<file path="config.mk">
export PLATFORM = sky130hd
export DESIGN_NAME = committed_store_buffer_flat
export DESIGN_NICKNAME = d
export VERILOG_FILES = /design/src/rtl/committed_store_buffer_if.sv /design/src/rtl/committed_store_buffer.sv /design/src/flat_wrapper.sv
export SDC_FILE = /design/constraint.sdc
export NUM_CORES = 2
export LEC_CHECK = 0
export CAP_MARGIN = 20
export CORE_MARGIN = 4
export CORE_UTILIZATION = 65
export DETAILED_ROUTE_END_ITERATION = 7
export PLACE_DENSITY = 0.84
export SYNTH_ARGS = -nofsm -noshare
export SYNTH_HDL_FRONTEND = slang
export SYNTH_SLANG_ARGS = --single-unit
</file>
<file path="constraint.sdc">
create_clock -name clk -period 23.6 [get_ports clk]
set_input_delay 5.9 -clock clk [delete_from_list [all_inputs] [get_ports clk]]
set_output_delay 5.9 -clock clk [all_outputs]
set_load 0.02 [all_outputs]
</file>
<file path="src/rtl/committed_store_buffer_if.sv">
// committed_store_buffer_if: commit, L1 request, forwarding and status signals of the store buffer
interface committed_store_buffer_if #(
    parameter int XLEN          = 32,
    parameter int ROB_TAG_WIDTH = 5,
    parameter int DEPTH         = 8
);
    localparam int NB = XLEN / 8;
    localparam int CW = $clog2(DEPTH) + 1;
    logic                     commit_valid;
    logic                     commit_ready;
    logic [XLEN-1:0]          commit_address;
    logic [XLEN-1:0]          commit_data;
    logic [1:0]               commit_size;
    logic [ROB_TAG_WIDTH-1:0] commit_rob_tag;
    logic                     misaligned;
    logic                     mem_req_valid;
    logic                     mem_req_ready;
    logic [XLEN-1:0]          mem_req_address;
    logic [XLEN-1:0]          mem_req_data;
    logic [NB-1:0]            mem_req_byte_mask;
    logic                     mem_resp_valid;
    logic                     fwd_valid;
    logic [XLEN-1:0]          fwd_address;
    logic [1:0]               fwd_size;
    logic                     fwd_hit;
    logic [XLEN-1:0]          fwd_data;
    logic                     fwd_conflict;
    logic [CW-1:0]            count;
    logic                     empty;
    logic [ROB_TAG_WIDTH-1:0] trace_rob_tag;
    modport slave (
        input  commit_valid, commit_address, commit_data, commit_size, commit_rob_tag,
               mem_req_ready, mem_resp_valid, fwd_valid, fwd_address, fwd_size,
        output commit_ready, misaligned, mem_req_valid, mem_req_address, mem_req_data,
               mem_req_byte_mask, fwd_hit, fwd_data, fwd_conflict, count, empty, trace_rob_tag
    );
    modport master (
        output commit_valid, commit_address, commit_data, commit_size, commit_rob_tag,
               mem_req_ready, mem_resp_valid, fwd_valid, fwd_address, fwd_size,
        input  commit_ready, misaligned, mem_req_valid, mem_req_address, mem_req_data,
               mem_req_byte_mask, fwd_hit, fwd_data, fwd_conflict, count, empty, trace_rob_tag
    );
endinterface

</file>
<file path="src/rtl/committed_store_buffer.sv">
// committed_store_buffer: in-order drain of committed stores to L1 with coalescing and load forwarding
module committed_store_buffer #(
    parameter int XLEN            = 32,
    parameter int DEPTH           = 8,
    parameter int ROB_TAG_WIDTH   = 5,
    parameter int MAX_OUTSTANDING = 2,
    parameter int COALESCE        = 1
) (
    input logic clk,
    input logic reset,
    committed_store_buffer_if.slave sb
);
    localparam int NB  = XLEN / 8;
    localparam int OFF = $clog2(NB);
    localparam int AW  = $clog2(DEPTH);
    localparam logic [AW:0] ONE  = (AW+1)'(1);
    localparam logic [AW:0] MAXO = (AW+1)'(MAX_OUTSTANDING);
    typedef enum logic [1:0] {FREE, PENDING, ISSUED} state_e;
    state_e                   state_q [DEPTH];
    logic [XLEN-1:0]          addr_q  [DEPTH];
    logic [XLEN-1:0]          data_q  [DEPTH];
    logic [NB-1:0]            mask_q  [DEPTH];
    logic [ROB_TAG_WIDTH-1:0] tag_q   [DEPTH];
    logic [AW:0]              head_q, issue_q, tail_q, head_d, issue_d, tail_d;
    logic                     misaligned_q;
    logic [AW-1:0]            hd, iss, tl, yg, idx;
    logic                     full, mis, take, coal, wr, req_valid, fire, ack;
    logic [OFF-1:0]           c_off, f_off;
    logic [NB-1:0]            c_mask, f_req, cov;
    logic [2*NB-1:0]          f_wide;
    logic [XLEN-1:0]          c_word, c_data, f_word, src;
    logic                     f_all, f_any;

    function automatic logic [XLEN-1:0] lanes(input logic [NB-1:0] m);
        for (int b = 0; b < NB; b++) lanes[8*b+:8] = {8{m[b]}};
    endfunction

    function automatic logic [NB-1:0] size_mask(input logic [1:0] s);
        return NB'(s == 2'd0 ? 8'h01 : s == 2'd1 ? 8'h03 : s == 2'd2 ? 8'h0F : 8'hFF);
    endfunction

    function automatic logic [XLEN-1:0] word_of(input logic [XLEN-1:0] a);
        return {a[XLEN-1:OFF], {OFF{1'b0}}};
    endfunction

    // commit decode, coalesce/issue/ack decisions and pointer next-state
    always_comb begin
        hd        = head_q[AW-1:0];
        iss       = issue_q[AW-1:0];
        tl        = tail_q[AW-1:0];
        yg        = tl - AW'(1);
        full      = hd == tl && head_q[AW] != tail_q[AW];
        c_off     = sb.commit_address[OFF-1:0];
        c_word    = word_of(sb.commit_address);
        c_mask    = size_mask(sb.commit_size) << c_off;
        c_data    = (sb.commit_data << {c_off, 3'b000}) & lanes(c_mask);
        mis       = (sb.commit_size == 2'd1 && sb.commit_address[0]) ||
                    (sb.commit_size == 2'd2 && sb.commit_address[1:0] != 2'd0) ||
                    (sb.commit_size == 2'd3 && (XLEN == 32 || sb.commit_address[2:0] != 3'd0));
        take      = sb.commit_valid && !full && !mis;
        coal      = COALESCE != 0 && take && state_q[yg] == PENDING && yg != iss && addr_q[yg] == c_word;
        wr        = take && !coal;
        req_valid = state_q[iss] == PENDING && (issue_q - head_q) < MAXO;
        fire      = req_valid && sb.mem_req_ready;
        ack       = sb.mem_resp_valid && state_q[hd] == ISSUED;
        head_d    = ack ? head_q + ONE : head_q;
        issue_d   = fire ? issue_q + ONE : issue_q;
        tail_d    = wr ? tail_q + ONE : tail_q;
    end

    // entry lifecycle and pointers; reset abandons everything including in-flight requests
    always_ff @(posedge clk) begin
        if (reset) begin
            for (int i = 0; i < DEPTH; i++) state_q[i] <= FREE;
            head_q       <= '0;
            issue_q      <= '0;
            tail_q       <= '0;
            misaligned_q <= 1'b0;
        end else begin
            if (ack) state_q[hd] <= FREE;
            if (fire) state_q[iss] <= ISSUED;
            if (wr) state_q[tl] <= PENDING;
            head_q       <= head_d;
            issue_q      <= issue_d;
            tail_q       <= tail_d;
            misaligned_q <= sb.commit_valid && !full && mis;
        end
    end

    // entry payload: fresh write at tail or byte-lane merge into the youngest pending entry
    always_ff @(posedge clk) begin
        if (wr) begin
            addr_q[tl] <= c_word;
            data_q[tl] <= c_data;
            mask_q[tl] <= c_mask;
            tag_q[tl]  <= sb.commit_rob_tag;
        end else if (coal) begin
            data_q[yg] <= (data_q[yg] & ~lanes(c_mask)) | c_data;
            mask_q[yg] <= mask_q[yg] | c_mask;
            tag_q[yg]  <= sb.commit_rob_tag;
        end
    end

    // forwarding: walk oldest to youngest so the youngest covering entry wins each byte
    always_comb begin
        f_off  = sb.fwd_address[OFF-1:0];
        f_word = word_of(sb.fwd_address);
        f_wide = {{NB{1'b0}}, size_mask(sb.fwd_size)} << f_off;
        f_req  = f_wide[NB-1:0];
        cov    = '0;
        src    = '0;
        idx    = '0;
        for (int i = 0; i < DEPTH; i++) begin
            idx = hd + AW'(i);
            if (state_q[idx] != FREE && addr_q[idx] == f_word)
                for (int b = 0; b < NB; b++)
                    if (mask_q[idx][b]) begin
                        cov[b]       = 1'b1;
                        src[8*b+:8]  = data_q[idx][8*b+:8];
                    end
        end
        f_all = f_wide[2*NB-1:NB] == '0 && (f_req & ~cov) == '0;
        f_any = (f_req & cov) != '0;
    end

    assign sb.commit_ready      = !full;
    assign sb.misaligned        = misaligned_q;
    assign sb.mem_req_valid     = req_valid;
    assign sb.mem_req_address   = addr_q[iss];
    assign sb.mem_req_data      = data_q[iss];
    assign sb.mem_req_byte_mask = mask_q[iss];
    assign sb.fwd_hit           = sb.fwd_valid && f_all;
    assign sb.fwd_conflict      = sb.fwd_valid && f_any && !f_all;
    assign sb.fwd_data          = (sb.fwd_valid && f_all) ? (src >> {f_off, 3'b000}) & lanes(size_mask(sb.fwd_size)) : '0;
    assign sb.count             = tail_q - head_q;
    assign sb.empty             = tail_q == head_q;
    assign sb.trace_rob_tag     = tag_q[hd];
endmodule

</file>
<file path="src/flat_wrapper.sv">
// flat-port wrapper written by rule: the top's interface ports become plain ports
module committed_store_buffer_flat 
#(
    parameter int XLEN            = 32,
    parameter int DEPTH           = 8,
    parameter int ROB_TAG_WIDTH   = 5,
    parameter int MAX_OUTSTANDING = 2,
    parameter int COALESCE        = 1
)
  (clk, reset, sb_commit_valid, sb_commit_address, sb_commit_data, sb_commit_size, sb_commit_rob_tag, sb_mem_req_ready, sb_mem_resp_valid, sb_fwd_valid, sb_fwd_address, sb_fwd_size, sb_commit_ready, sb_misaligned, sb_mem_req_valid, sb_mem_req_address, sb_mem_req_data, sb_mem_req_byte_mask, sb_fwd_hit, sb_fwd_data, sb_fwd_conflict, sb_count, sb_empty, sb_trace_rob_tag);
  committed_store_buffer_if #(.XLEN(XLEN), .ROB_TAG_WIDTH(ROB_TAG_WIDTH), .DEPTH(DEPTH)) sb_i ();
  input logic clk;
  input logic reset;
  input wire logic [$bits(sb_i.commit_valid)-1:0] sb_commit_valid;
  input wire logic [$bits(sb_i.commit_address)-1:0] sb_commit_address;
  input wire logic [$bits(sb_i.commit_data)-1:0] sb_commit_data;
  input wire logic [$bits(sb_i.commit_size)-1:0] sb_commit_size;
  input wire logic [$bits(sb_i.commit_rob_tag)-1:0] sb_commit_rob_tag;
  input wire logic [$bits(sb_i.mem_req_ready)-1:0] sb_mem_req_ready;
  input wire logic [$bits(sb_i.mem_resp_valid)-1:0] sb_mem_resp_valid;
  input wire logic [$bits(sb_i.fwd_valid)-1:0] sb_fwd_valid;
  input wire logic [$bits(sb_i.fwd_address)-1:0] sb_fwd_address;
  input wire logic [$bits(sb_i.fwd_size)-1:0] sb_fwd_size;
  output wire logic [$bits(sb_i.commit_ready)-1:0] sb_commit_ready;
  output wire logic [$bits(sb_i.misaligned)-1:0] sb_misaligned;
  output wire logic [$bits(sb_i.mem_req_valid)-1:0] sb_mem_req_valid;
  output wire logic [$bits(sb_i.mem_req_address)-1:0] sb_mem_req_address;
  output wire logic [$bits(sb_i.mem_req_data)-1:0] sb_mem_req_data;
  output wire logic [$bits(sb_i.mem_req_byte_mask)-1:0] sb_mem_req_byte_mask;
  output wire logic [$bits(sb_i.fwd_hit)-1:0] sb_fwd_hit;
  output wire logic [$bits(sb_i.fwd_data)-1:0] sb_fwd_data;
  output wire logic [$bits(sb_i.fwd_conflict)-1:0] sb_fwd_conflict;
  output wire logic [$bits(sb_i.count)-1:0] sb_count;
  output wire logic [$bits(sb_i.empty)-1:0] sb_empty;
  output wire logic [$bits(sb_i.trace_rob_tag)-1:0] sb_trace_rob_tag;
  assign sb_i.commit_valid = sb_commit_valid;
  assign sb_i.commit_address = sb_commit_address;
  assign sb_i.commit_data = sb_commit_data;
  assign sb_i.commit_size = sb_commit_size;
  assign sb_i.commit_rob_tag = sb_commit_rob_tag;
  assign sb_i.mem_req_ready = sb_mem_req_ready;
  assign sb_i.mem_resp_valid = sb_mem_resp_valid;
  assign sb_i.fwd_valid = sb_fwd_valid;
  assign sb_i.fwd_address = sb_fwd_address;
  assign sb_i.fwd_size = sb_fwd_size;
  assign sb_commit_ready = sb_i.commit_ready;
  assign sb_misaligned = sb_i.misaligned;
  assign sb_mem_req_valid = sb_i.mem_req_valid;
  assign sb_mem_req_address = sb_i.mem_req_address;
  assign sb_mem_req_data = sb_i.mem_req_data;
  assign sb_mem_req_byte_mask = sb_i.mem_req_byte_mask;
  assign sb_fwd_hit = sb_i.fwd_hit;
  assign sb_fwd_data = sb_i.fwd_data;
  assign sb_fwd_conflict = sb_i.fwd_conflict;
  assign sb_count = sb_i.count;
  assign sb_empty = sb_i.empty;
  assign sb_trace_rob_tag = sb_i.trace_rob_tag;
  committed_store_buffer #(.XLEN(XLEN), .DEPTH(DEPTH), .ROB_TAG_WIDTH(ROB_TAG_WIDTH), .MAX_OUTSTANDING(MAX_OUTSTANDING), .COALESCE(COALESCE)) u_core (.clk(clk), .reset(reset), .sb(sb_i));
endmodule
</file>
Yosys cells after proc, flatten, opt, wreduce, memory -nomap -nowiden:

Memory sizes are Yosys's and may differ from the RTL's. A register that Yosys moved wholly into a read port is not among the register bits.
Cells that the tools add are included.

* register bits: 13
* bits in latches: 0
* bits in writable memories: 584
* bits in read-only memories: 0
* bits of input ports: 111
* output and inout bits: 115
* logic and storage cells: 243
* memories: 5

Memories
* u_core.data_q: depth 8, width 32, rd ports 10, clocked after memory_dff 2, wr ports 1, line committed_store_buffer.sv:21 `logic [XLEN-1:0] data_q [DEPTH];`
* u_core.addr_q: depth 8, width 30, rd ports 10, clocked after memory_dff 2, wr ports 1, line committed_store_buffer.sv:20 `logic [XLEN-1:0] addr_q [DEPTH];`
* u_core.tag_q: depth 8, width 5, rd ports 1, clocked after memory_dff 1, wr ports 1, line committed_store_buffer.sv:23 `logic [ROB_TAG_WIDTH-1:0] tag_q [DEPTH];`
* u_core.mask_q: depth 8, width 4, rd ports 10, clocked after memory_dff 2, wr ports 1, line committed_store_buffer.sv:22 `logic [NB-1:0] mask_q [DEPTH];`
* u_core.state_q: depth 8, width 2, rd ports 10, clocked after memory_dff 2, wr ports 8, line committed_store_buffer.sv:19 `state_e state_q [DEPTH];`

* add/sub/neg operators: 13
* $mul: 0
* divide/modulo/power cells: 0
* $lt $le $gt $ge: 1
* equality and inequality tests: 20
* shift operators: 4
* multiplexer cells: 136
* bitwise operators: 9
* reductions and logical operators: 51

Operators by type and width (number)
* 32-bit two-way mux: 10
* 32-bit == test: 9
* 8-bit two-way mux: 32
* 32-bit AND: 3
* 3-bit two-way mux: 24
* 1-bit two-way mux: 53
* 4-bit two-way mux: 13
* 32-bit inverter: 1
* 32-bit OR: 1
* 32-bit OR reduction: 1
* 32-bit by 5-bit << shifter with 32-bit output: 1
* 32-bit by 5-bit >> shifter with 32-bit output: 1
* 1-bit logical AND: 25
* 2-bit nonzero test: 9
* 3-bit adder, second input constant: 4
* 4-bit by 1-bit adder with 4-bit output, second input constant: 3
* 4-bit AND: 2
* 2-bit by 1-bit == test with 1-bit output, second input constant: 4
* 4-bit logical NOT: 2
* 4-bit by 2-bit << shifter with 8-bit output: 1
* 4-bit subtractor: 2
* 3-bit by 2-bit adder with 3-bit output, second input constant: 2
* 2-bit == test, second input constant: 3
* 2-bit two-way mux: 3
* 18 further kinds: 25

Logic depth before layout (Yosys ltp):

* word-level depth: 23
* gate-level depth with buffers: 30

Worst setup path after synthesis:

No wires, ideal clock.

* path type: input to output
* start: in sb_fwd_address[26]
* end: out sb_fwd_data[1]
* arrival time: 9.633 ns
* required time: 17.700 ns
* slack: 8.067 ns
* cell stages on the path: 14
* buffers on the path: 3
* cells stage by stage: buf_1 -> inv_1 -> xnor2_1 -> nand3_1 -> or4_1 -> nor4b_4 -> and3_1 -> clkbuf_1 -> and4b_1 -> a211oi_2 -> and3b_1 -> buf_4 -> o21ai_1 -> nor4bb_1

* cells in the longest elaborated chain, start to end: 23
* elaborated cells on any way between the ends: 96
* classes of those cells: 8 x eq/ne; 1 x shift; 73 x mux; 3 x bitwise; 11 x reduce/logical

RTL lines
* from (decl): line flat_wrapper.sv:22 `input wire logic [$bits(sb_i.fwd_address)-1:0] sb_fwd_address;`
* 32-bit == test: line committed_store_buffer.sv:115 `if (state_q[idx] != FREE && addr_q[idx] == f_word)`
* 1-bit logical AND: line committed_store_buffer.sv:115
* 4-bit two-way mux: line committed_store_buffer.sv:115
* 1-bit two-way mux: line committed_store_buffer.sv:117 `if (mask_q[idx][b]) begin`
* 4-bit two-way mux: line committed_store_buffer.sv:115
* 1-bit two-way mux: line committed_store_buffer.sv:117
* 4-bit two-way mux: line committed_store_buffer.sv:115
* 1-bit two-way mux: line committed_store_buffer.sv:117
* [8 not listed]
* 4-bit two-way mux *: line committed_store_buffer.sv:115
* 4-bit inverter *: line committed_store_buffer.sv:122 `f_all = f_wide[2*NB-1:NB] == '0 && (f_req & ~cov) == '0;`
* 4-bit AND *: line committed_store_buffer.sv:122
* 4-bit logical NOT *: line committed_store_buffer.sv:122
* 1-bit logical AND *: line committed_store_buffer.sv:122
* 1-bit logical AND *
* via sb_fwd_hit: line flat_wrapper.sv:30 `output wire logic [$bits(sb_i.fwd_hit)-1:0] sb_fwd_hit;`
* 32-bit two-way mux *: line committed_store_buffer.sv:134 `assign sb.fwd_data = (sb.fwd_valid && f_all) ? (src >> {f_off, 3'b000}) & lanes(size_mask(sb.fwd_size)) : '0;`
* to (decl): line flat_wrapper.sv:31 `output wire logic [$bits(sb_i.fwd_data)-1:0] sb_fwd_data;`

Mark *: on every way through the listed nets, which the timed path passes. The rest lies on a longest branch.

Final worst setup path:

* start: in sb_fwd_address[20]
* end: out sb_fwd_data[2]

* cells in the longest elaborated chain, start to end: 23
* elaborated cells on any way between the ends: 96
* classes of those cells: 8 x eq/ne; 1 x shift; 73 x mux; 3 x bitwise; 11 x reduce/logical

RTL lines (line)
* parallel branches: the longest is 22 deep, another holds 32-bit == test
* 32-bit two-way mux *: committed_store_buffer.sv:134

Mark *: on every way between the ends.

==> results.cfg <==
[timing]
fmax_mhz = 54.2
finalMaxSlewViolations = 0
hold_viol = 0
hold_slack_ns = 0.533
skew_ns = 0.0495
worst_slew_pin_slew_ns = 1.29
slew_headroom_pct = 13.2
setup_tns_ns = 0
setup_viol = 0
timing.final.crit_share_pct = 78.2
fin_crit_ns = 18.46
rsz0062_at_grt = false

[clocking]
clkTransAtPathRegs_ns = 0.06
cts-resized-gates = 0
cts_tree = yes
cts_made_buffers = 70
htree_levels = 3
post_cts_buffers = 0
clk_path_buf_depth = 3
cts_root_buffer = clkbuf_16
clkLatencyLatePin_ns = 0.70
cts_sinks = 603
hold_buffers = 0

[detailed_routing]
wirelength_um = 243000
ant_nets = 0
via_count = 51900
drtIter0Drc = 11800
dr.pass1.iters = 8
viasPerCell = 8.83
post_drt_wl_per_cell_um = 41.4
drc_errors = 0

[power]
peakVddDrop_mv = 0.0662
p_seq_share_pct = 41.8
combPwrFrac_pct = 20.0
switching_share_pct = 29.4
power_density_nw_per_um2 = 44.9
power.switching_mw = 0.850
clock_power_share_pct = 38.2
intPower_mw = 2.05
leakagePower_nw = 19.8

[placement]
hpwl_um = 165000
gp_congestion = 1.15
portBuffers = 223

[synth]
ys_types = 107
ys_ff_latch = 603
yosysTopAreaCell = mux4_2
async_flop_share_pct = 0
syn_area_um2 = 59700
ys.warnings.count = 0
synthTopCellsByArea = mux4_2 32%, edfxtp_1 29%, mux2i_1 8.6%, mux2_2 3.6%, nand2_1 2.8%
synth_flop_cell = edfxtp_1
netlist.area_leader.share_pct = 32.5
seq_area_frac_synth_pct = 29.7
syn_avg_cell_area_um2 = 12.8
synth_edf_count = 568
netlist_instances = 4671

[worst_setup_path]
crit_arrival_ns = 12.56
critPathLaunch = sb_fwd_address[20]
r2r-start = u_core.tail_q[0]
cp_data_required_time_ns = 17.70
path_class = primary input to primary output
startpoint_type = primary input
endpoint_kind = primary output
cp_max_fo = 12

[cells_and_area]
drive_above_1_share_pct = 29.0
multi_input_area_um2 = 39700
area_growth_syn_to_layout_pct = 8.08
nFillCells = 5856
final_cell_mix = 861 x mux4_2, 568 x edfxtp_1, 511 x mux2i_1
utilization_pct = 71.3
final_common_cell = mux4_2
nets = 4765
seqCellArea_um2 = 17800

[floorplan]
rows = 110
pin_count = 226
coreArea_um2 = 90600
dieArea_um2 = 96800
initial_utilization_pct = 65.9
die_y_um = 311
die_x_um = 311

[global_routing]
grt_pass1_vias = 48700
overflow = 0
antenna_found_initial = 19
grt_max_degree = 125
grtUsageTotal_pct = 49.3
grt_first_pass_wirelength_um = 349000

[worst_hold_path]
hp-class = flop to flop
min_from = u_core.state_q[0][1]

[outcome]
status = completed

[run]
max-cap-violations = 0
[worst max-delay path: stages]
cell             delay [ns]
clkdlybuf4s50_1        0.81
clkinv_1               0.42
xnor2_1                0.28
o221ai_1               0.49
o2111a_1               0.36
nand3_1                0.36
or2_2                  0.45
o32ai_2                0.92
and4b_1                0.34
a211oi_2               0.22
and3b_1                0.49
a21boi_0               0.52
and4b_1                0.35
clkdlybuf4s50_1        0.63
[power by group through the flow]
stage          registers [mW]  logic (mW)  clock network [mW]
3_3_place_gp             1.23       0.542                   0
3_5_place_dp             1.23       0.550                   0
5_1_grt                  1.21       0.592                1.15
6_report                 1.21       0.580                1.11
2_1_floorplan            1.22       0.358                   0
4_1_cts                  1.21       0.555                1.10
[metal layers]
| metal | share of wire [%] | global-route usage [%] |
|---|---|---|
| met5 | 0.085 | 0.889 |
| met1 | 32 | 64.6 |
| met2 | 41 | 68.6 |
| met4 | 7.2 | 24.7 |
| met3 | 19 | 23.8 |
[stage by stage]
step	cell area, um^2	instances	power [mW]	setup slack, ns
final	64600	5878	2.90	5.14
after global routing	64500	5871	2.95	5.25
after CTS	64500	5865	2.87	5.69
after detailed placement	62200	5739	1.78	5.69
after global placement	62200	5739	1.77	5.63
after floorplan	59700	4672	1.58	8.07
[Yosys cell counts, drive strengths merged, types with 35 or more instances]
master,number
mux4,866
edfxtp,568
mux2i,511
nand2,450
buf,270
mux2,193
xnor2,179
clkbuf,166
nor2,150
a21oi,92
o21ai,81
o22ai,64
nand3,63
nor3,62
a22oi,56
a221oi,55
o31ai,53
and3,50
a22o,47
nand4,47
inv,40
a31oi,37
nand2b,37
xor2,37
nor4,36
dfxtp,35
[kinds of logic after synthesis]
kind of cell	count (synthesis)	share of synthesized area, %
muxes	1570	44.9
and+or+nand+nor	1074	8.95
AOI/OAI and AO/OA	704	8.61
DFF	603	29.7
buffers and inverters	487	4.26
xor gates and xnor gates	216	3.18
adders and majority gates	16	0.360
other	1	0.00628
[state kept, by name, summed over array words and instances, names as in the netlist, named ones only]
name,count
u_core.addr_q,240
u_core.data_q,256
u_core.head_q,4
u_core.issue_q,4
u_core.mask_q,32
u_core.sb.misaligned,1
u_core.state_q,16
u_core.tag_q,40
u_core.tail_q,4
[layout make-up]
| cell class | instances | share of cell area [%] |
|---|---|---|
| inverters | 51 | 0.299 |
| clock buffers | 85 | 2.87 |
| repair buffers | 330 | 4.85 |
| multi-input cells | 3582 | 61.4 |
| clock inverters | 41 | 0.657 |
| diodes | 10 | 0.0388 |
| well taps | 1176 | 2.28 |
| flip-flops and latches | 603 | 27.6 |
[path summary, 6_finish.rpt]
kind	end	slack [ns]	cells after the start
setup / recovery	sb_fwd_data[2]	5.14	14
hold / removal	u_core.state_q[0][1]	0.53	2
setup reg to reg	u_core.data_q[2][19]	15.71	13
hold reg to reg	u_core.state_q[0][1]	0.53	2
(Power assumes the default switching activity.)
